--- config.mk ---
export PLATFORM = sky130hd
export DESIGN_NAME = bus_responder_flat
export DESIGN_NICKNAME = d
export VERILOG_FILES = /design/src/rtl/bus_responder_pkg.sv /design/src/rtl/bus_responder_if.sv /design/src/rtl/bus_wait_timer.sv /design/src/rtl/bus_responder.sv /design/src/flat_wrapper.sv
export SDC_FILE = /design/constraint.sdc
export NUM_CORES = 1
export LEC_CHECK = 0
export CAP_MARGIN = 20
export CORE_MARGIN = 2
export CORE_UTILIZATION = 50
export CTS_BUF_LIST = sky130_fd_sc_hd__clkbuf_4 sky130_fd_sc_hd__clkbuf_8 sky130_fd_sc_hd__clkbuf_16
export CTS_CLUSTER_SIZE = 28
export DETAILED_ROUTE_END_ITERATION = 10
export GPL_ROUTABILITY_DRIVEN = 1
export PLACE_DENSITY = 0.91
export SETUP_SLACK_MARGIN = 0.5
export SLEW_MARGIN = 25
export SYNTH_ARGS = -nofsm -noshare
export SYNTH_HDL_FRONTEND = slang
export SYNTH_SLANG_ARGS = --single-unit
--- constraint.sdc ---
create_clock -name CLK -period 4.3 [get_ports CLK]
set_input_delay 0.86 -clock CLK [delete_from_list [all_inputs] [get_ports CLK]]
set_output_delay 0.86 -clock CLK [all_outputs]
set_load 0.02 [all_outputs]
--- src/rtl/bus_responder_pkg.sv ---
// Shared types and widths for the 8088 minimum-mode bus responder.
package bus_responder_pkg;

  localparam int ADDR_W = 20;
  localparam int DATA_W = 8;
  localparam logic [DATA_W-1:0] FLOAT_DEFAULT = 8'hFF;

  typedef enum logic [2:0] {
    IDLE,
    STROBE,
    REQ,
    INTA,
    HOLD
  } state_t;

  function automatic logic strobes_idle(input logic rd_n, input logic wr_n, input logic inta_n);
    return rd_n & wr_n & inta_n;
  endfunction

endpackage

--- src/rtl/bus_responder_if.sv ---
// CPU local-bus plus backend req/ack signals seen by the responder.
interface bus_responder_if;
  import bus_responder_pkg::*;

  logic                     ALE;
  logic [DATA_W-1:0]        outAD;
  logic [ADDR_W-DATA_W-1:0] A;
  logic                     RD_n;
  logic                     WR_n;
  logic                     IOM;
  logic                     INTA_n;
  logic [DATA_W-1:0]        inAD;
  logic                     READY;
  logic                     req;
  logic                     req_we;
  logic                     req_io;
  logic [ADDR_W-1:0]        req_addr;
  logic [DATA_W-1:0]        req_wdata;
  logic                     ack;
  logic [DATA_W-1:0]        rdata;
  logic [DATA_W-1:0]        irq_vector;
  logic                     timeout_err;

  modport slave (
    input  ALE, outAD, A, RD_n, WR_n, IOM, INTA_n, ack, rdata, irq_vector,
    output inAD, READY, req, req_we, req_io, req_addr, req_wdata, timeout_err
  );

  modport master (
    output ALE, outAD, A, RD_n, WR_n, IOM, INTA_n, ack, rdata, irq_vector,
    input  inAD, READY, req, req_we, req_io, req_addr, req_wdata, timeout_err
  );

endinterface

--- src/rtl/bus_wait_timer.sv ---
// Loadable down-counter pair: minimum wait states and backend ack timeout.
module bus_wait_timer #(
  parameter int WAIT_W = 3,
  parameter int TO_W   = 8
) (
  input  logic              clk,
  input  logic              rst_n,
  input  logic              load,
  input  logic              tick,
  input  logic              to_en,
  input  logic [WAIT_W-1:0] wait_init,
  input  logic [TO_W-1:0]   to_init,
  output logic              done,
  output logic              expired
);

  logic [WAIT_W-1:0] wait_cnt_reg;
  logic [TO_W-1:0]   to_cnt_reg;

  always_ff @(posedge clk or negedge rst_n) begin
    if (!rst_n) begin
      wait_cnt_reg <= '0;
      to_cnt_reg   <= '0;
    end else if (load) begin
      wait_cnt_reg <= wait_init;
      to_cnt_reg   <= to_init;
    end else if (tick) begin
      if (wait_cnt_reg != '0)
        wait_cnt_reg <= wait_cnt_reg - 1'b1;
      if (to_en && to_cnt_reg != '0)
        to_cnt_reg <= to_cnt_reg - 1'b1;
    end
  end

  assign done    = (wait_cnt_reg == '0);
  // Expired on the edge where the count would reach zero, so TIMEOUT=N gives N cycles.
  assign expired = (to_cnt_reg[TO_W-1:1] == '0);

endmodule

--- src/rtl/bus_responder.sv ---
// Target side of the 8088 minimum-mode bus; forwards cycles to a req/ack backend.
// Define BUS_RESPONDER_IO_EN to forward IO cycles; otherwise IO reads float and writes are dropped.
module bus_responder
  import bus_responder_pkg::*;
#(
  parameter int                WAIT_STATES = 0,
  parameter int                TIMEOUT     = 15,
  parameter logic [DATA_W-1:0] FLOAT_VALUE = 8'hFF
) (
  input  logic           CLK,
  input  logic           RESET_n,
  bus_responder_if.slave bus
);

`ifdef BUS_RESPONDER_IO_EN
  localparam logic IO_EN = 1'b1;
`else
  localparam logic IO_EN = 1'b0;
`endif

  state_t            state_reg, state_next;
  logic [ADDR_W-1:0] addr_reg;
  logic              io_reg;
  logic [DATA_W-1:0] in_ad_reg, in_ad_next;
  logic              ready_reg, ready_next;
  logic              req_reg, req_next;
  logic              req_we_reg, req_we_next;
  logic              req_io_reg, req_io_next;
  logic [ADDR_W-1:0] req_addr_reg, req_addr_next;
  logic [DATA_W-1:0] req_wdata_reg, req_wdata_next;
  logic              timeout_err_reg, timeout_err_next;
  logic              inta_cnt_reg, inta_cnt_next;
  logic              ack_seen_reg, ack_seen_next;
  logic              tmr_load, tmr_tick, tmr_to_en;
  logic              wait_done, to_expired;
  logic              got_ack;
  logic              io_drop;

  assign io_drop = io_reg & ~IO_EN;
  assign got_ack = ack_seen_reg | bus.ack;

  bus_wait_timer #(
    .WAIT_W (3),
    .TO_W   (8)
  ) u_timer (
    .clk       (CLK),
    .rst_n     (RESET_n),
    .load      (tmr_load),
    .tick      (tmr_tick),
    .to_en     (tmr_to_en),
    .wait_init (3'(WAIT_STATES)),
    .to_init   (8'(TIMEOUT)),
    .done      (wait_done),
    .expired   (to_expired)
  );

  // Every ALE edge recaptures, so the last address seen before the strobe wins.
  always_ff @(posedge CLK or negedge RESET_n) begin
    if (!RESET_n) begin
      addr_reg <= '0;
      io_reg   <= 1'b0;
    end else if (bus.ALE) begin
      addr_reg <= {bus.A, bus.outAD};
      io_reg   <= bus.IOM;
    end
  end

  always_ff @(posedge CLK or negedge RESET_n) begin
    if (!RESET_n) begin
      state_reg       <= IDLE;
      in_ad_reg       <= FLOAT_DEFAULT;
      ready_reg       <= 1'b1;
      req_reg         <= 1'b0;
      req_we_reg      <= 1'b0;
      req_io_reg      <= 1'b0;
      req_addr_reg    <= '0;
      req_wdata_reg   <= '0;
      timeout_err_reg <= 1'b0;
      inta_cnt_reg    <= 1'b0;
      ack_seen_reg    <= 1'b0;
    end else begin
      state_reg       <= state_next;
      in_ad_reg       <= in_ad_next;
      ready_reg       <= ready_next;
      req_reg         <= req_next;
      req_we_reg      <= req_we_next;
      req_io_reg      <= req_io_next;
      req_addr_reg    <= req_addr_next;
      req_wdata_reg   <= req_wdata_next;
      timeout_err_reg <= timeout_err_next;
      inta_cnt_reg    <= inta_cnt_next;
      ack_seen_reg    <= ack_seen_next;
    end
  end

  always_comb begin
    state_next       = state_reg;
    in_ad_next       = in_ad_reg;
    ready_next       = ready_reg;
    req_next         = req_reg;
    req_we_next      = req_we_reg;
    req_io_next      = req_io_reg;
    req_addr_next    = req_addr_reg;
    req_wdata_next   = req_wdata_reg;
    timeout_err_next = timeout_err_reg;
    inta_cnt_next    = inta_cnt_reg;
    ack_seen_next    = ack_seen_reg;
    tmr_load         = 1'b0;
    tmr_tick         = 1'b0;
    tmr_to_en        = 1'b0;

    case (state_reg)
      IDLE: begin
        if (bus.ALE)
          state_next = STROBE;
      end

      STROBE: begin
        if (!bus.RD_n || !bus.WR_n) begin
          inta_cnt_next = 1'b0;
          if (io_drop) begin
            in_ad_next = FLOAT_VALUE;
            state_next = HOLD;
          end else begin
            // WR_n wins when both strobes are low.
            ready_next     = 1'b0;
            req_next       = 1'b1;
            req_we_next    = ~bus.WR_n;
            req_io_next    = io_reg & IO_EN;
            req_addr_next  = addr_reg;
            req_wdata_next = bus.outAD;
            ack_seen_next  = 1'b0;
            tmr_load       = 1'b1;
            state_next     = REQ;
          end
        end else if (!bus.INTA_n) begin
          state_next = INTA;
        end
      end

      REQ: begin
        tmr_tick  = 1'b1;
        tmr_to_en = ~ack_seen_reg;
        if (bus.ack && !ack_seen_reg) begin
          req_next      = 1'b0;
          ack_seen_next = 1'b1;
          if (!req_we_reg)
            in_ad_next = bus.rdata;
        end
        if (got_ack && wait_done) begin
          ready_next = 1'b1;
          state_next = HOLD;
        end else if (!got_ack && to_expired) begin
          req_next         = 1'b0;
          in_ad_next       = FLOAT_VALUE;
          timeout_err_next = 1'b1;
          ready_next       = 1'b1;
          state_next       = HOLD;
        end
      end

      INTA: begin
        if (!inta_cnt_reg) begin
          in_ad_next    = FLOAT_VALUE;
          inta_cnt_next = 1'b1;
        end else begin
          in_ad_next    = bus.irq_vector;
          inta_cnt_next = 1'b0;
        end
        state_next = HOLD;
      end

      HOLD: begin
        if (strobes_idle(bus.RD_n, bus.WR_n, bus.INTA_n)) begin
          in_ad_next = FLOAT_DEFAULT;
          state_next = IDLE;
        end
      end

      default: state_next = IDLE;
    endcase
  end

  assign bus.inAD        = in_ad_reg;
  assign bus.READY       = ready_reg;
  assign bus.req         = req_reg;
  assign bus.req_we      = req_we_reg;
  assign bus.req_io      = req_io_reg;
  assign bus.req_addr    = req_addr_reg;
  assign bus.req_wdata   = req_wdata_reg;
  assign bus.timeout_err = timeout_err_reg;

endmodule

--- src/flat_wrapper.sv ---
// flat-port wrapper written by rule: the top's interface ports become plain ports
module bus_responder_flat import bus_responder_pkg::*;
#(
  parameter int                WAIT_STATES = 0,
  parameter int                TIMEOUT     = 15,
  parameter logic [DATA_W-1:0] FLOAT_VALUE = 8'hFF
)
  (CLK, RESET_n, bus_ALE, bus_outAD, bus_A, bus_RD_n, bus_WR_n, bus_IOM, bus_INTA_n, bus_ack, bus_rdata, bus_irq_vector, bus_inAD, bus_READY, bus_req, bus_req_we, bus_req_io, bus_req_addr, bus_req_wdata, bus_timeout_err);
  bus_responder_if bus_i ();
  input  logic CLK;
  input  logic RESET_n;
  input wire logic [$bits(bus_i.ALE)-1:0] bus_ALE;
  input wire logic [$bits(bus_i.outAD)-1:0] bus_outAD;
  input wire logic [$bits(bus_i.A)-1:0] bus_A;
  input wire logic [$bits(bus_i.RD_n)-1:0] bus_RD_n;
  input wire logic [$bits(bus_i.WR_n)-1:0] bus_WR_n;
  input wire logic [$bits(bus_i.IOM)-1:0] bus_IOM;
  input wire logic [$bits(bus_i.INTA_n)-1:0] bus_INTA_n;
  input wire logic [$bits(bus_i.ack)-1:0] bus_ack;
  input wire logic [$bits(bus_i.rdata)-1:0] bus_rdata;
  input wire logic [$bits(bus_i.irq_vector)-1:0] bus_irq_vector;
  output wire logic [$bits(bus_i.inAD)-1:0] bus_inAD;
  output wire logic [$bits(bus_i.READY)-1:0] bus_READY;
  output wire logic [$bits(bus_i.req)-1:0] bus_req;
  output wire logic [$bits(bus_i.req_we)-1:0] bus_req_we;
  output wire logic [$bits(bus_i.req_io)-1:0] bus_req_io;
  output wire logic [$bits(bus_i.req_addr)-1:0] bus_req_addr;
  output wire logic [$bits(bus_i.req_wdata)-1:0] bus_req_wdata;
  output wire logic [$bits(bus_i.timeout_err)-1:0] bus_timeout_err;
  assign bus_i.ALE = bus_ALE;
  assign bus_i.outAD = bus_outAD;
  assign bus_i.A = bus_A;
  assign bus_i.RD_n = bus_RD_n;
  assign bus_i.WR_n = bus_WR_n;
  assign bus_i.IOM = bus_IOM;
  assign bus_i.INTA_n = bus_INTA_n;
  assign bus_i.ack = bus_ack;
  assign bus_i.rdata = bus_rdata;
  assign bus_i.irq_vector = bus_irq_vector;
  assign bus_inAD = bus_i.inAD;
  assign bus_READY = bus_i.READY;
  assign bus_req = bus_i.req;
  assign bus_req_we = bus_i.req_we;
  assign bus_req_io = bus_i.req_io;
  assign bus_req_addr = bus_i.req_addr;
  assign bus_req_wdata = bus_i.req_wdata;
  assign bus_timeout_err = bus_i.timeout_err;
  bus_responder #(.WAIT_STATES(WAIT_STATES), .TIMEOUT(TIMEOUT), .FLOAT_VALUE(FLOAT_VALUE)) u_core (.CLK(CLK), .RESET_n(RESET_n), .bus(bus_i));
endmodule
==> impl_metrics.json <==
{
  "outcome": "completed",
  "cts_tree": "done",
  "arrival_ns": 2.70,
  "fillers": 530,
  "clockRootBuffer": "clkbuf_8",
  "synth_area_leaders": "dfrtp_1 50%, nand2_1 9.8%, dfstp_2 6.9%",
  "yosysTopAreaCellShare_pct": 49.87,
  "path_cells": "clkdlybuf4s50_1 > nand2_1 > nand2b_1 > buf_4 > nand2_1 > nand2_1",
  "layout_commonest_cell": "nand2_1",
  "intPower_mw": 1.711,
  "cpMostUsedCell": "nand2_1",
  "combPwrFrac_pct": 40.5,
  "hold_path_class": "reg -> reg",
  "place.gp.congestion": 0.7792,
  "ys_ff_latch": 77,
  "async_reset_ff_share_pct": 100.0,
  "slew_headroom_pct": 37.11,
  "crit_type": "in -> reg",
  "syn_avg_cell_area_um2": 10.53,
  "cts_resized": 0,
  "worst-slew-pin-transition_ns": 0.9412,
  "initial_utilization_pct": 51.07,
  "layout.nets": 449,
  "ctsLongestPathBuffers": 2,
  "fin_setup_tns_ns": 0,
  "netlist_instances": 324,
  "grt_usage_pct": 20.85,
  "drtAntennaViolNets": 0,
  "max_freq_ghz": 0.4138,
  "final_cell_mix": "89 x nand2_1, 81 x clkdlybuf4s50_1, 68 x dfrtp_1",
  "ios": 85,
  "syn2layout_area_growth_pct": 29.52,
  "setup_viol": 0,
  "dpl.hpwl_um": 4981,
  "dieArea_mm2": 0.007500,
  "wl_per_cell_um": 14.76,
  "cp-start-kind": "input pin",
  "min_period_ns": 2.417,
  "switchingPower_mw": 1.043,
  "maxSlewViolCount": 0,
  "io_buffer_count": 83,
  "required_ns": 4.58,
  "fin_cells": 486,
  "power_leakage_nw": 1.972,
  "synth_ff_type": "dfrtp_1",
  "total_power_mw": 2.754,
  "grt_overflow_total": 0,
  "grt_max_degree": 78,
  "cts_buffers": 9,
  "synth.net_count": 372,
  "die_w_um": 86.61,
  "rsz0062_at_grt": "no",
  "drtIter0Drc": 108,
  "timing.hold.ws_ns": 0.4625,
  "clkTransAtPathRegs_ns": 0.08,
  "power_density_mw_per_mm2": 623.1,
  "synth-seq-area-share_pct": 56.80,
  "htree_levels": 3,
  "drive_above_1_share_pct": 14.04,
  "synth.distinct_cells": 50,
  "cts.sinks": 77,
  "antenna_found_initial": 0,
  "finalClockSkew_ns": 0.007817,
  "crit_path_top_delay_cell": "clkdlybuf4s50_1",
  "cap_violations": 0,
  "antenna_cells": 0,
  "synth_top_cell_by_area": "dfrtp_1",
  "clk_latency_ns": 0.34,
  "fp.dieH_um": 86.61,
  "yosysWarnings": 0,
  "drc": 0,
  "fin_crit_sh_pct": 56.20,
  "syn-cell-area_mm2": 0.003412,
  "endpoint_kind": "register",
  "drt_pass1_iterations": 4,
  "routed_wl_um": 7172,
  "grt_pass1_vias": 2658,
  "grt_pass1_wl_um": 12210,
  "critPathMaxFanout": 18,
  "critPathMaxStageDelay_ns": 0.62,
  "core_area_mm2": 0.006681,
  "dp.cells": 470,
  "dr_total_vias": 2608,
  "peakVddDrop_mv": 0.3330,
  "synth_edf_count": 0,
  "vias_per_cell": 5.366,
  "switching_share_pct": 37.87,
  "ctsHoldBuffers": 0,
  "p_clk_share_pct": 17.3,
  "hold_viol": 0,
  "p_seq_share_pct": 42.3,
  "rows": 30,
  "post-cts-setup-buffers": 0
}
## kinds of logic (layout without fill, tap and decap cells)
group / count (synthesis) / count (layout) / share of synthesized area [%]
AOI/OAI and AO/OA: 51 / 51 / 11.33
xor gates and xnor gates: 3 / 3 / 0.7702
adders and majority gates: 4 / 4 / 1.467
buffers and inverters: 34 / 116 / 4.877
DFF: 77 / 77 / 56.80
muxes: 22 / 22 / 7.224
other: 1 / 1 / 0.1099
and+or+nand+nor: 132 / 132 / 17.42
## stage by stage
| step | utilization, % | area [um2] | worst slack (ns) |
|---|---|---|---|
| finish | 66.14 | 4419 | 1.883 |
| CTS | 66.16 | 4420 | 1.908 |
| global route | 66.14 | 4419 | 1.762 |
| floorplan | - | 3412 | 2.490 |
| detailed placement | 63.60 | 4249 | 1.539 |
| global placement | 63.60 | 4249 | 1.638 |
## power groups by stage
stage               registers (mW)  clock network, mW  logic (mW)
floorplan                     1.31                  0       0.491
global placement              1.16                  0        1.08
detailed placement            1.17                  0        1.12
CTS                           1.16              0.485        1.12
global route                  1.19              0.525        1.21
finish                        1.16              0.475        1.11
## worst max-delay path: cells and delay by family
kind / cells / cell delay (ns)
simple gates: 4 / 0.87
buf+inv: 2 / 0.97
## cells in the mapped netlist, types with 2 or more instances
library cell / instances
o211ai_1: 2
o21ai_0: 8
nor2_1: 10
o21a_1: 3
buf_1: 2
nand2_1: 89
nand3_1: 5
clkbuf_1: 2
mux2_2: 21
o311ai_4: 2
o41ai_1: 2
o22ai_1: 8
inv_1: 16
dfstp_2: 9
buf_2: 10
nand2b_1: 4
ha_1: 4
o311ai_1: 2
nor3_1: 5
dfrtp_1: 68
xnor2_1: 2
a31oi_1: 3
buf_6: 3
nor2b_1: 2
nor4_1: 2
or3_1: 5
a21oi_1: 12
## worst paths after layout
path                       slack, ns  cells past startpoint                 endpoint                 from
setup / recovery                1.88                      6  u_core.bus.req_addr[14]             bus_WR_n
hold / removal                  0.46                      2       u_core.bus.inAD[7]   u_core.bus.inAD[7]
setup reg to reg                1.95                      5  u_core.bus.req_addr[14]  u_core.state_reg[2]
hold reg to reg                 0.46                      2       u_core.bus.inAD[7]   u_core.bus.inAD[7]
max in group asynchronous       3.30                      1      u_core.addr_reg[11]              RESET_n
min in group asynchronous       0.53                      1   u_core.bus.timeout_err              RESET_n
## final cells by class
cell class / count / area [um2] / share of cell area, %
Clock inverter: 6 / 40.04 / 0.9060
Timing Repair Buffer: 84 / 834.6 / 18.88
Sequential cell: 77 / 1938 / 43.86
Clock buffer: 10 / 131.4 / 2.973
Inverter: 16 / 60.06 / 1.359
Multi-Input combinational cell: 213 / 1315 / 29.76
Tap cell: 80 / 100.1 / 2.265
## routing by layer
layer,track usage [%],vias up,routed length (um)
li1,-,1253,-
met1,27.09,1243,3179
met2,32.94,96,3395
met3,6.286,16,437
met4,8.239,0,160
met5,0,-,0
No activity file was read; power rests on OpenSTA's default activity.
